**src/rtl/vga_pkg.sv**
```systemverilog
// Shared VGA receive-side constants, pixel payload type and locator FSM states.
package vga_pkg;

  localparam int unsigned H_ACTIVE = 640;
  localparam int unsigned V_ACTIVE = 480;
  localparam int unsigned H_BP     = 48;
  localparam int unsigned V_BP     = 33;

  localparam int unsigned COORD_W  = 10;
  localparam int unsigned CNT_W    = 11;
  localparam int unsigned COLOR_W  = 4;
  localparam int unsigned HIT_W    = 16;

  localparam int unsigned B_MIN    = 12;
  localparam int unsigned RG_MAX   = 3;
  localparam int unsigned MIN_HITS = 16;

  typedef enum logic [1:0] {SYNC_WAIT, FRAME, REPORT} state_t;

  typedef struct packed {
    logic [COLOR_W-1:0] red;
    logic [COLOR_W-1:0] green;
    logic [COLOR_W-1:0] blue;
  } rgb_t;

  // Strong blue with little red/green marks a ball pixel.
  function automatic logic is_ball_colour(rgb_t c);
    return (c.blue >= COLOR_W'(B_MIN)) &&
           (c.red <= COLOR_W'(RG_MAX)) &&
           (c.green <= COLOR_W'(RG_MAX));
  endfunction

endpackage

```
**src/rtl/vga_ball_locator_if.sv**
```systemverilog
// Pixel stream in and per-frame ball report out of the ball locator.
interface vga_ball_locator_if;
  import vga_pkg::*;

  logic               pix_valid;
  logic               hsync;
  logic               vsync;
  logic [COLOR_W-1:0] red;
  logic [COLOR_W-1:0] green;
  logic [COLOR_W-1:0] blue;
  logic [COORD_W-1:0] ball_x;
  logic [COORD_W-1:0] ball_y;
  logic               ball_found;
  logic               frame_done;
  logic [HIT_W-1:0]   hit_count;

  modport master (
    output pix_valid, hsync, vsync, red, green, blue,
    input  ball_x, ball_y, ball_found, frame_done, hit_count
  );

  modport slave (
    input  pix_valid, hsync, vsync, red, green, blue,
    output ball_x, ball_y, ball_found, frame_done, hit_count
  );

endinterface

```
**src/rtl/vga_sync_tracker.sv**
```systemverilog
// Registers the pixel stream, detects sync edges and recovers the coordinate of the pixel in s1.
// active/x/y/vs_assert describe the s1 pixel and are combinational; rgb is the s1 colour register.
module vga_sync_tracker
  import vga_pkg::*;
(
  input  logic               clk,
  input  logic               rst_n,
  input  logic               pix_valid,
  input  logic               hsync,
  input  logic               vsync,
  input  rgb_t               pix,
  output logic               active,
  output logic [COORD_W-1:0] x,
  output logic [COORD_W-1:0] y,
  output logic               vs_assert,
  output rgb_t               rgb
);

  localparam logic [CNT_W-1:0] CNT_MAX = '1;
  localparam logic [CNT_W-1:0] H_LO    = CNT_W'(H_BP);
  localparam logic [CNT_W-1:0] H_HI    = CNT_W'(H_BP + H_ACTIVE);
  localparam logic [CNT_W-1:0] V_LO    = CNT_W'(V_BP);
  localparam logic [CNT_W-1:0] V_HI    = CNT_W'(V_BP + V_ACTIVE);

  logic             s1_valid, s1_hs, s1_vs, s2_hs, s2_vs;
  logic             hs_assert, hs_deassert, vs_deassert;
  logic [CNT_W-1:0] hcnt, vcnt, pix_h, pix_v;

  // s2 only advances behind a valid s1 sample, so gaps in the stream never fake an edge.
  always_ff @(posedge clk) begin
    if (!rst_n) begin
      s1_valid <= 1'b0;
      s1_hs    <= 1'b1;
      s1_vs    <= 1'b1;
      s2_hs    <= 1'b1;
      s2_vs    <= 1'b1;
      rgb      <= '0;
      hcnt     <= '0;
      vcnt     <= '0;
    end else begin
      s1_valid <= pix_valid;
      if (pix_valid) begin
        s1_hs <= hsync;
        s1_vs <= vsync;
        rgb   <= pix;
      end
      if (s1_valid) begin
        s2_hs <= s1_hs;
        s2_vs <= s1_vs;
        hcnt  <= pix_h;
        vcnt  <= pix_v;
      end
    end
  end

  // Coordinate of the s1 pixel; a sync deassertion pixel is coordinate 0 and clearing wins.
  always_comb begin
    hs_assert   = s1_valid && !s1_hs && s2_hs;
    hs_deassert = s1_valid && s1_hs && !s2_hs;
    vs_assert   = s1_valid && !s1_vs && s2_vs;
    vs_deassert = s1_valid && s1_vs && !s2_vs;

    if (hs_deassert)          pix_h = '0;
    else if (hcnt == CNT_MAX) pix_h = hcnt;
    else                      pix_h = hcnt + CNT_W'(1);

    if (vs_deassert)                       pix_v = '0;
    else if (hs_assert && vcnt != CNT_MAX) pix_v = vcnt + CNT_W'(1);
    else                                   pix_v = vcnt;

    active = s1_valid && (pix_h >= H_LO) && (pix_h < H_HI) &&
             (pix_v >= V_LO) && (pix_v < V_HI);
    x      = COORD_W'(pix_h - H_LO);
    y      = COORD_W'(pix_v - V_LO);
  end

endmodule

```
**src/rtl/vga_ball_locator.sv**
```systemverilog
// Finds the bounding box of ball-coloured pixels each VS-to-VS frame and reports its centre.
// Define VGA_BALL_LOCATOR_HITCNT_EN for a saturating hit counter with a MIN_HITS threshold.
module vga_ball_locator
  import vga_pkg::*;
(
  input  logic              clk,
  input  logic              rst_n,
  vga_ball_locator_if.slave bus
);

  state_t             state, state_nxt;
  rgb_t               pix, rgb;
  logic               active, vs_assert, hit;
  logic               accum, clear_frame, load_report, found_c;
  logic [COORD_W-1:0] x, y, xmin, xmax, ymin, ymax;
  logic [COORD_W-1:0] centre_x_c, centre_y_c;
  logic [HIT_W-1:0]   hit_count_c;
  logic [COORD_W-1:0] ball_x_q, ball_y_q;
  logic               ball_found_q, frame_done_q;
  logic [HIT_W-1:0]   hit_count_q;

  assign pix = '{red: bus.red, green: bus.green, blue: bus.blue};

  vga_sync_tracker u_sync (
    .clk       (clk),
    .rst_n     (rst_n),
    .pix_valid (bus.pix_valid),
    .hsync     (bus.hsync),
    .vsync     (bus.vsync),
    .pix       (pix),
    .active    (active),
    .x         (x),
    .y         (y),
    .vs_assert (vs_assert),
    .rgb       (rgb)
  );

  assign hit = active && is_ball_colour(rgb);

  always_ff @(posedge clk) begin
    if (!rst_n) state <= SYNC_WAIT;
    else        state <= state_nxt;
  end

  // A hit coinciding with VS assertion is dropped; REPORT clears the frame for the next one.
  always_comb begin
    state_nxt   = state;
    accum       = 1'b0;
    clear_frame = 1'b0;
    load_report = 1'b0;
    unique case (state)
      SYNC_WAIT: begin
        if (vs_assert) begin
          state_nxt   = FRAME;
          clear_frame = 1'b1;
        end
      end
      FRAME: begin
        if (vs_assert) state_nxt = REPORT;
        else           accum     = hit;
      end
      REPORT: begin
        state_nxt   = FRAME;
        load_report = 1'b1;
        clear_frame = 1'b1;
      end
      default: state_nxt = SYNC_WAIT;
    endcase
  end

  always_ff @(posedge clk) begin
    if (!rst_n || clear_frame) begin
      xmin <= '1;
      ymin <= '1;
      xmax <= '0;
      ymax <= '0;
    end else if (accum) begin
      if (x < xmin) xmin <= x;
      if (x > xmax) xmax <= x;
      if (y < ymin) ymin <= y;
      if (y > ymax) ymax <= y;
    end
  end

`ifdef VGA_BALL_LOCATOR_HITCNT_EN
  logic [HIT_W-1:0] hits;

  always_ff @(posedge clk) begin
    if (!rst_n || clear_frame)      hits <= '0;
    else if (accum && hits != '1)   hits <= hits + HIT_W'(1);
  end

  assign found_c     = hits >= HIT_W'(MIN_HITS);
  assign hit_count_c = hits;
`else
  logic any_hit;

  always_ff @(posedge clk) begin
    if (!rst_n || clear_frame) any_hit <= 1'b0;
    else if (accum)            any_hit <= 1'b1;
  end

  assign found_c     = any_hit;
  assign hit_count_c = '0;
`endif

  assign centre_x_c = COORD_W'(({1'b0, xmin} + {1'b0, xmax}) >> 1);
  assign centre_y_c = COORD_W'(({1'b0, ymin} + {1'b0, ymax}) >> 1);

  // Centre only moves on a found frame so the overlay marker stays put otherwise.
  always_ff @(posedge clk) begin
    if (!rst_n) begin
      ball_x_q     <= '0;
      ball_y_q     <= '0;
      ball_found_q <= 1'b0;
      frame_done_q <= 1'b0;
      hit_count_q  <= '0;
    end else begin
      frame_done_q <= load_report;
      if (load_report) begin
        ball_found_q <= found_c;
        hit_count_q  <= hit_count_c;
        if (found_c) begin
          ball_x_q <= centre_x_c;
          ball_y_q <= centre_y_c;
        end
      end
    end
  end

  assign bus.ball_x     = ball_x_q;
  assign bus.ball_y     = ball_y_q;
  assign bus.ball_found = ball_found_q;
  assign bus.frame_done = frame_done_q;
  assign bus.hit_count  = hit_count_q;

endmodule

```
**src/flat_wrapper.sv**
```systemverilog
// flat-port wrapper written by rule: the top's interface ports become plain ports
module vga_ball_locator_flat import vga_pkg::*;
  (clk, rst_n, bus_pix_valid, bus_hsync, bus_vsync, bus_red, bus_green, bus_blue, bus_ball_x, bus_ball_y, bus_ball_found, bus_frame_done, bus_hit_count);
  vga_ball_locator_if bus_i ();
  input  logic clk;
  input  logic rst_n;
  input wire logic [$bits(bus_i.pix_valid)-1:0] bus_pix_valid;
  input wire logic [$bits(bus_i.hsync)-1:0] bus_hsync;
  input wire logic [$bits(bus_i.vsync)-1:0] bus_vsync;
  input wire logic [$bits(bus_i.red)-1:0] bus_red;
  input wire logic [$bits(bus_i.green)-1:0] bus_green;
  input wire logic [$bits(bus_i.blue)-1:0] bus_blue;
  output wire logic [$bits(bus_i.ball_x)-1:0] bus_ball_x;
  output wire logic [$bits(bus_i.ball_y)-1:0] bus_ball_y;
  output wire logic [$bits(bus_i.ball_found)-1:0] bus_ball_found;
  output wire logic [$bits(bus_i.frame_done)-1:0] bus_frame_done;
  output wire logic [$bits(bus_i.hit_count)-1:0] bus_hit_count;
  assign bus_i.pix_valid = bus_pix_valid;
  assign bus_i.hsync = bus_hsync;
  assign bus_i.vsync = bus_vsync;
  assign bus_i.red = bus_red;
  assign bus_i.green = bus_green;
  assign bus_i.blue = bus_blue;
  assign bus_ball_x = bus_i.ball_x;
  assign bus_ball_y = bus_i.ball_y;
  assign bus_ball_found = bus_i.ball_found;
  assign bus_frame_done = bus_i.frame_done;
  assign bus_hit_count = bus_i.hit_count;
  vga_ball_locator u_core (.clk(clk), .rst_n(rst_n), .bus(bus_i));
endmodule
```
**config.mk**
```make
export PLATFORM = sky130hd
export DESIGN_NAME = vga_ball_locator_flat
export DESIGN_NICKNAME = d
export VERILOG_FILES = /design/src/rtl/vga_pkg.sv /design/src/rtl/vga_ball_locator_if.sv /design/src/rtl/vga_sync_tracker.sv /design/src/rtl/vga_ball_locator.sv /design/src/flat_wrapper.sv
export SDC_FILE = /design/constraint.sdc
export NUM_CORES = 1
export LEC_CHECK = 0
export CORE_MARGIN = 2
export CORE_UTILIZATION = 40
export DETAILED_ROUTE_END_ITERATION = 16
export GPL_TIMING_DRIVEN = 0
export PLACE_DENSITY = 0.6
export SYNTH_ARGS = -nofsm -noshare
export SYNTH_HDL_FRONTEND = slang
export SYNTH_SLANG_ARGS = --single-unit
```
**constraint.sdc**
```tcl
create_clock -name clk -period 7.4 [get_ports clk]
set_input_delay 1.48 -clock clk [delete_from_list [all_inputs] [get_ports clk]]
set_output_delay 1.48 -clock clk [all_outputs]
set_load 0.02 [all_outputs]
```
### Word level (Yosys, flattened, before mapping)

Index checks and enable logic that the tools add are counted.
W data, S select, Z words.

| cells by class | value |
|---|---|
| add/sub/neg operators | 6 |
| magnitude comparators | 11 |
| equal/unequal tests | 6 |
| mux-type cells | 12 |
| reduce and logical (&&, ||, !) cells | 29 |

Operator list:

| kind | number |
|---|---|
| $mux W11 | 4 |
| $add A10 B10 Y11 | 2 |
| $add A11 B1 Y11 const B | 2 |
| $ge A11 B6 Y1 const B | 2 |
| $lt A11 B10 Y1 const B | 2 |
| $gt A10 B10 Y1 | 2 |
| $lt A10 B10 Y1 | 2 |
| $sub A10 B6 Y10 const B | 2 |
| $logic_and A1 B1 Y1 | 16 |
| $reduce_and A2 Y1 | 6 |
| $eq A11 B11 Y1 const B | 1 |
| $ne A11 B11 Y1 const B | 1 |
| $le A4 B2 Y1 const B | 2 |
| $pmux W2 S3 | 1 |
| $logic_not A1 Y1 | 5 |
| $ge A4 B4 Y1 const B | 1 |
| $mux W1 | 4 |
| $mux W2 | 2 |
| $ne A2 B2 Y1 const B | 2 |
| $eq A2 B1 Y1 const B | 1 |
| $eq A2 B2 Y1 const B | 1 |
| $logic_not A2 Y1 | 1 |
| $pmux W1 S2 | 1 |
| $logic_or A1 B1 Y1 | 1 |

| storage, ports and cells | value |
|---|---|
| register bits after elaboration | 104 |
| input port bits | 17 |

### Depth between registers and ports, before layout

| logic depth | value |
|---|---|
| depth in word-level cells | 13 |
| gate-level depth with buffers | 19 |
| mapped depth without buffers | 18 |

### By module

A second synthesis with hierarchy kept.

| unflattened totals | value |
|---|---|
| cells, all modules | 802 |
| area total of the unflattened synthesis | 6,855.3 um^2 |

By module, submodules not included:

| module | times used | cells an instance | area an instance (um^2) | seq. area each (um^2) |
|---|---|---|---|---|
| vga_ball_locator | 1 | 512 | 4,423.0 | 1,301.2 |
| vga_sync_tracker | 1 | 290 | 2,432.3 | 780.7 |

### Least setup slack after synthesis

Ideal clock, no wire load.

| timing | value |
|---|---|
| path kind | reg2reg |
| start | register u_core.u_sync.vcnt[0] |
| end | register u_core.ymin[9] |
| arrival | 3.725 ns |
| required time | 7.337 ns |
| path slack | 3.613 ns |
| cell stages (with the launch flop) | 19 |
| buffers on the path | 1 |
| cell sequence | dfxtp_1 ha_1 and3_1 a31oi_1 mux2_2 nand2_1 ha_1 o211ai_1 and2_1 a21oi_1 ha_1 o21ai_0 a21oi_1 o31ai_1 and3b_1 o2111a_1 clkbuf_1 o211ai_1 nand3_1 |

| on the way | value |
|---|---|
| elaborated cells between the ends (all ways) | 15 |

RTL lines:

| element | line | RTL |
|---|---|---|
| from (decl) | vga_sync_tracker.sv:27 | `logic [CNT_W-1:0] hcnt, vcnt, pix_h, pix_v;` |
| from (signal assigned) | vga_sync_tracker.sv:51 | `vcnt <= pix_v;` |
| branches (longest 2 deep; another with $add A11 B1 Y11) | - |  |
| $mux W11 * | vga_sync_tracker.sv:68 | `else if (hs_assert && vcnt != CNT_MAX) pix_v = vcnt + CNT_W'(1);` |
| $mux W11 * | vga_sync_tracker.sv:67 | `if (vs_deassert) pix_v = '0;` |
| $sub A10 B6 Y10 * | vga_sync_tracker.sv:74 | `y = COORD_W'(pix_v - V_LO);` |
| net u_core.u_sync.y[6] | vga_sync_tracker.sv:14 | `output logic [COORD_W-1:0] y,` |
| $lt A10 B10 Y1 * | vga_ball_locator.sv:80 | `if (y < ymin) ymin <= y;` |
| $reduce_and A2 Y1 (no source line) * | - |  |
| to (signal assigned) | vga_ball_locator.sv:80 |  |
| to (decl) | vga_ball_locator.sv:15 | `logic [COORD_W-1:0] x, y, xmin, xmax, ymin, ymax;` |

Mark *: on every way through the listed nets, which the timed path passes.
A chain may end at the register's enable or synchronous reset.

### Worst setup path in the final report

Same ends and word-level chain as after synthesis.

==> implementation parameters <==
Parameter                              Value

Outcome
  Outcome ... finished, final reports clean

Yosys
  Distinct cell type count after synthesis ... between 70 and 80
  Main synth FF type ... sky130_fd_sc_hd__dfxtp_1
  Largest cells by area after synthesis ... sky130_fd_sc_hd__dfxtp_1, sky130_fd_sc_hd__ha_1, sky130_fd_sc_hd__mux2i_1, sky130_fd_sc_hd__nor2_1, sky130_fd_sc_hd__nand3_1
  Multiplexer share of the synthesized area ... around 7%
  Number of enable flip-flop cells after synthesis ... 0
  Synthesized-area fraction occupied by and/or/nand/nor cells ... a little under a quarter
  Post-synth design cell area ... between 6000 and 7000 um2
  Async SR Flop Fraction ... 0%
  Share of the synthesized area in compound gates (AO/OA/AOI/OAI) ... 18.71%
  Average cell area after synthesis ... approximately 8.3 um2
  Largest family of logic cells by synthesized area ... simple AND/OR/NAND/NOR gates
  Sequential share of the synthesized area ... between 20% and 30%
  Count of yosys warnings during synthesis ... 0
  Post-synthesis share of cell area spent on full adders, half adders and majority gates ... between 10 and 15%
  Synth area leader ... sky130_fd_sc_hd__dfxtp_1
  Flip-flop and latch count after synthesis ... 98
  Post-Synthesis Cells ... roughly 800
  Post-Synth XOR/XNOR Area ... under 10%
  Proportion of netlist area held by the largest area contributor ... between 20 and 30%

Clock network
  Root buffer cell ... sky130_fd_sc_hd__clkbuf_16
  Maximum level of the CTS H-tree ... 3
  Clock buffer count from CTS ... 9
  Post-cts repair resize count ... 0
  Number of sinks on the clock net ... 98
  Maximum clock insertion buffer count ... 2
  CTS tree ... yes
  Insertion delay of the later-clocked pin in the worst-skew pair ... approximately 0.36 ns
  Number of buffers added for setup after CTS ... 0
  Clk slew on worst S/H paths ... about 0.07 ns
  # hold bufs at CTS ... 0

Power
  Static leakage ... around 0.0032 uW
  Internal power contribution ... between 800 and 900 uW
  Gate power share ... under 10%
  Total power density per cell area ... 145.6 nW/um2
  Worst voltage drop across the vdd grid ... ~110 uV
  Share of total power consumed by net switching ... 24.15%
  Clock power share ... ~44%
  Relative contribution of sequential cells to total power ... about half
  P_sw ... between 200 and 300 uW

Floorplanning
  Chip width ... about 130 um
  Initial Utilization ... 41.21%
  Die H ... around 130 um
  Total Die Area ... approximately 18000 um2
  Placeable core region ... roughly 16000 um2
  I/O pin total ... 55
  Number of cell rows ... 46

Timing
  Final Max Slew Viols ... 0
  Final-layout setup total negative slack ... 0 ns
  Setup repair after global routing missed its margin ... false
  Headroom to the max-slew limit ... about two fifths
  Slew at the pin closest to its max-slew limit ... just over 0.9 ns
  Final Critical Period ... approximately 4.7 ns
  Tcrit/Tclk final ... 63.01%
  Number of failing hold endpoints at the final stage ... 0
  Layout Skew ... 0.005929 ns
  Final number of setup-violating endpoints ... 0
  Upper clock frequency limit ... approximately 210 MHz

Place
  Final estimated routing congestion in global placement ... ~0.87
  Dpl cells ... approximately 1100
  Dpl hpwl ... roughly 13000 um
  Port-buffer cells ... 31

Drt
  Via count of the routed design ... 5687
  Mean number of vias per cell ... between 5 and 6
  DRC violation total after the first TritonRoute iteration ... about 370
  Remaining antenna violation count after routing ... 0
  Detailed-route DRC error count ... 0
  Detailed-route wire length ... between 15000 and 20000 um
  Number of detailed-route iterations in the first pass ... 7
  WL/cell ... about 15 um

Critical path
  Class of the most critical setup path ... reg2reg
  Critical Path AT ... 4.96 ns
  Critical path fanouts, max ... 10
  Worst path most repeated cell ... sky130_fd_sc_hd__ha_1
  Slowest stage cell, crit path ... sky130_fd_sc_hd__o32ai_1
  Start point of the critical path ... u_core.u_sync.vcnt[0]
  Reg2Reg Launch Point ... u_core.u_sync.vcnt[0]
  Delay of the slowest critical-path stage ... ~0.54 ns
  Kind of end point of the critical path ... flip-flop
  Critical path startpoint category ... flip-flop
  Data required time of the worst path ... around 7.7 ns
  Cell Chain, Critical Path ... ha_1 -> and3_1 -> a31oi_1 -> xnor2_1 -> or2_2 -> ha_1 -> o211ai_1 -> a21oi_1 -> o32ai_1 -> ha_1 -> nand4_1 -> nor3_1 -> o41ai_1 -> and3b_1 -> o2111a_1 -> clkbuf_1 -> o211ai_1 -> nand3_1

Global route
  Global-route wire length before repair ... between 20000 and 30000 um
  Number of antenna violations at the first check in global routing ... 0
  Gr usage total ... 19.04%
  GRT Residual Overflow ... 0
  Number of global-route vias before repair ... about 5400
  Largest net degree at the start of global routing ... 16

Layout
  Number of antenna cells inserted ... 0
  Final #Nets ... 929
  Fraction of layout instances using a drive strength above 1 ... 8.197%
  Synth-to-Final Area Change ... 14.16%
  Final std cells w/o fill ... roughly 1100

Hold path
  Min-delay worst type ... reg2reg
  Start point of the worst min-delay path ... u_core.bus.ball_y[2]

Flow run
  Max-cap check violation count ... 0
[cell families (layout without fill, tap and decap cells)]
logic type,after synthesis,after routing
fa+ha+maj,63,63
xor+xnor,14,14
mux,47,47
other cells,1,16
simple gates,290,290
compound gates,171,171
flops,98,98
buf+inv,108,155
[path summary, 6_finish.rpt]
| kind | cells after the start | end | slack (ns) |
|---|---|---|---|
| setup / recovery | 18 | u_core.ymin[9] | 2.74 |
| setup reg to reg | 18 | u_core.ymin[9] | 2.74 |
| hold / removal | 2 | u_core.bus.ball_y[2] | 0.46 |
| hold reg to reg | 2 | u_core.bus.ball_y[2] | 0.46 |
[sequential cells by signal (all words and copies together) (netlist names), 2 cells and up]
signal              flops
u_core.u_sync.vcnt     11
u_core.u_sync.hcnt     11
u_core.bus.ball_y      10
u_core.bus.ball_x      10
u_core.xmax            10
u_core.ymin            10
u_core.u_sync.rgb       6
u_core.state            2
u_core.xmin            10
u_core.ymax            10
[synth_stat cells (6+ instances only)]
| cell type | instances |
|---|---|
| sky130_fd_sc_hd__a211oi_1 | 11 |
| sky130_fd_sc_hd__a21o_1 | 6 |
| sky130_fd_sc_hd__a21oi_1 | 38 |
| sky130_fd_sc_hd__a31oi_1 | 9 |
| sky130_fd_sc_hd__and2_1 | 8 |
| sky130_fd_sc_hd__and3_1 | 14 |
| sky130_fd_sc_hd__buf_4 | 19 |
| sky130_fd_sc_hd__clkbuf_1 | 22 |
| sky130_fd_sc_hd__dfxtp_1 | 98 |
| sky130_fd_sc_hd__ha_1 | 61 |
| sky130_fd_sc_hd__inv_1 | 57 |
| sky130_fd_sc_hd__mux2i_1 | 45 |
| sky130_fd_sc_hd__nand2_1 | 54 |
| sky130_fd_sc_hd__nand3_1 | 43 |
| sky130_fd_sc_hd__nand4_1 | 16 |
| sky130_fd_sc_hd__nor2_1 | 80 |
| sky130_fd_sc_hd__nor2b_1 | 8 |
| sky130_fd_sc_hd__nor3_1 | 24 |
| sky130_fd_sc_hd__o211ai_1 | 6 |
| sky130_fd_sc_hd__o21a_1 | 9 |
| sky130_fd_sc_hd__o21ai_0 | 38 |
| sky130_fd_sc_hd__o31ai_1 | 6 |
| sky130_fd_sc_hd__or3_1 | 7 |
| sky130_fd_sc_hd__xnor2_1 | 10 |
[metrics by stage]
| step | hold slack (ns) | cell area [um2] | util (%) | worst slack (ns) | power (uW) |
|---|---|---|---|---|---|
| after floorplan | 0.4439 | 6650 | - | 3.613 | 601.3 |
| after global placement | 0.4373 | 7231 | 45.19 | 2.701 | 622.2 |
| after detailed placement | 0.4498 | 7231 | 45.19 | 2.756 | 622.2 |
| after CTS | 0.4598 | 7527 | 47.04 | 2.719 | 1109 |
| after global routing | 0.4808 | 7527 | 47.04 | 2.284 | 1138 |
| final | 0.4574 | 7527 | 47.04 | 2.738 | 1096 |
[routing by layer]
layer,vias up,track usage [%],wire length [um]
met5,-,0,0
met4,0,4.062,150
met3,9,3.806,546
met2,93,31.43,7733
met1,2652,25.76,8016
li1,2933,-,-
[placed cells by master (no fill, tap or decap), drive strengths merged, types with 28 or more instances in the layout]
| cell type | netlist | layout |
|---|---|---|
| dfxtp | 98 | 98 |
| nor2 | 80 | 80 |
| ha | 61 | 61 |
| inv | 57 | 57 |
| nand2 | 54 | 54 |
| mux2i | 45 | 45 |
| nand3 | 44 | 44 |
| o21ai | 40 | 40 |
| a21oi | 39 | 39 |
| clkbuf | 22 | 33 |
| clkdlybuf4s50 | 0 | 31 |
| buf | 29 | 29 |
| nor3 | 28 | 28 |
[final cells by class]
| type | instances | area [um2] |
|---|---|---|
| Fill cell | 1650 | 8473 |
| Sequential cell | 98 | 1962 |
| Inverter | 57 | 214.0 |
| Buffer | 51 | 289.0 |
| Clock inverter | 5 | 53.80 |
| Tap cell | 216 | 270.3 |
| Timing Repair Buffer | 31 | 310.3 |
| Multi-Input combinational cell | 601 | 4185 |
| Clock buffer | 11 | 242.7 |
[worst max-delay path: cells and delay by family, from the launching register on]
kind	cells	cell delay (ns)
adders and majority gates	3	0.92
DFF	1	0.37
buffers and inverters	1	0.40
and+or+nand+nor	6	1.10
AOI/OAI and AO/OA	7	1.63
xor gates and xnor gates	1	0.17
[power groups by stage]
| stage | clock [uW] | combinational, uW | sequential [uW] |
|---|---|---|---|
| after floorplan | 0 | 55.4 | 546 |
| after global placement | 0 | 75.2 | 547 |
| after detailed placement | 0 | 75.2 | 547 |
| after CTS | 499 | 75.8 | 535 |
| after global routing | 519 | 83.5 | 535 |
| final | 485 | 75.5 | 535 |
(Power assumes the default switching activity.)
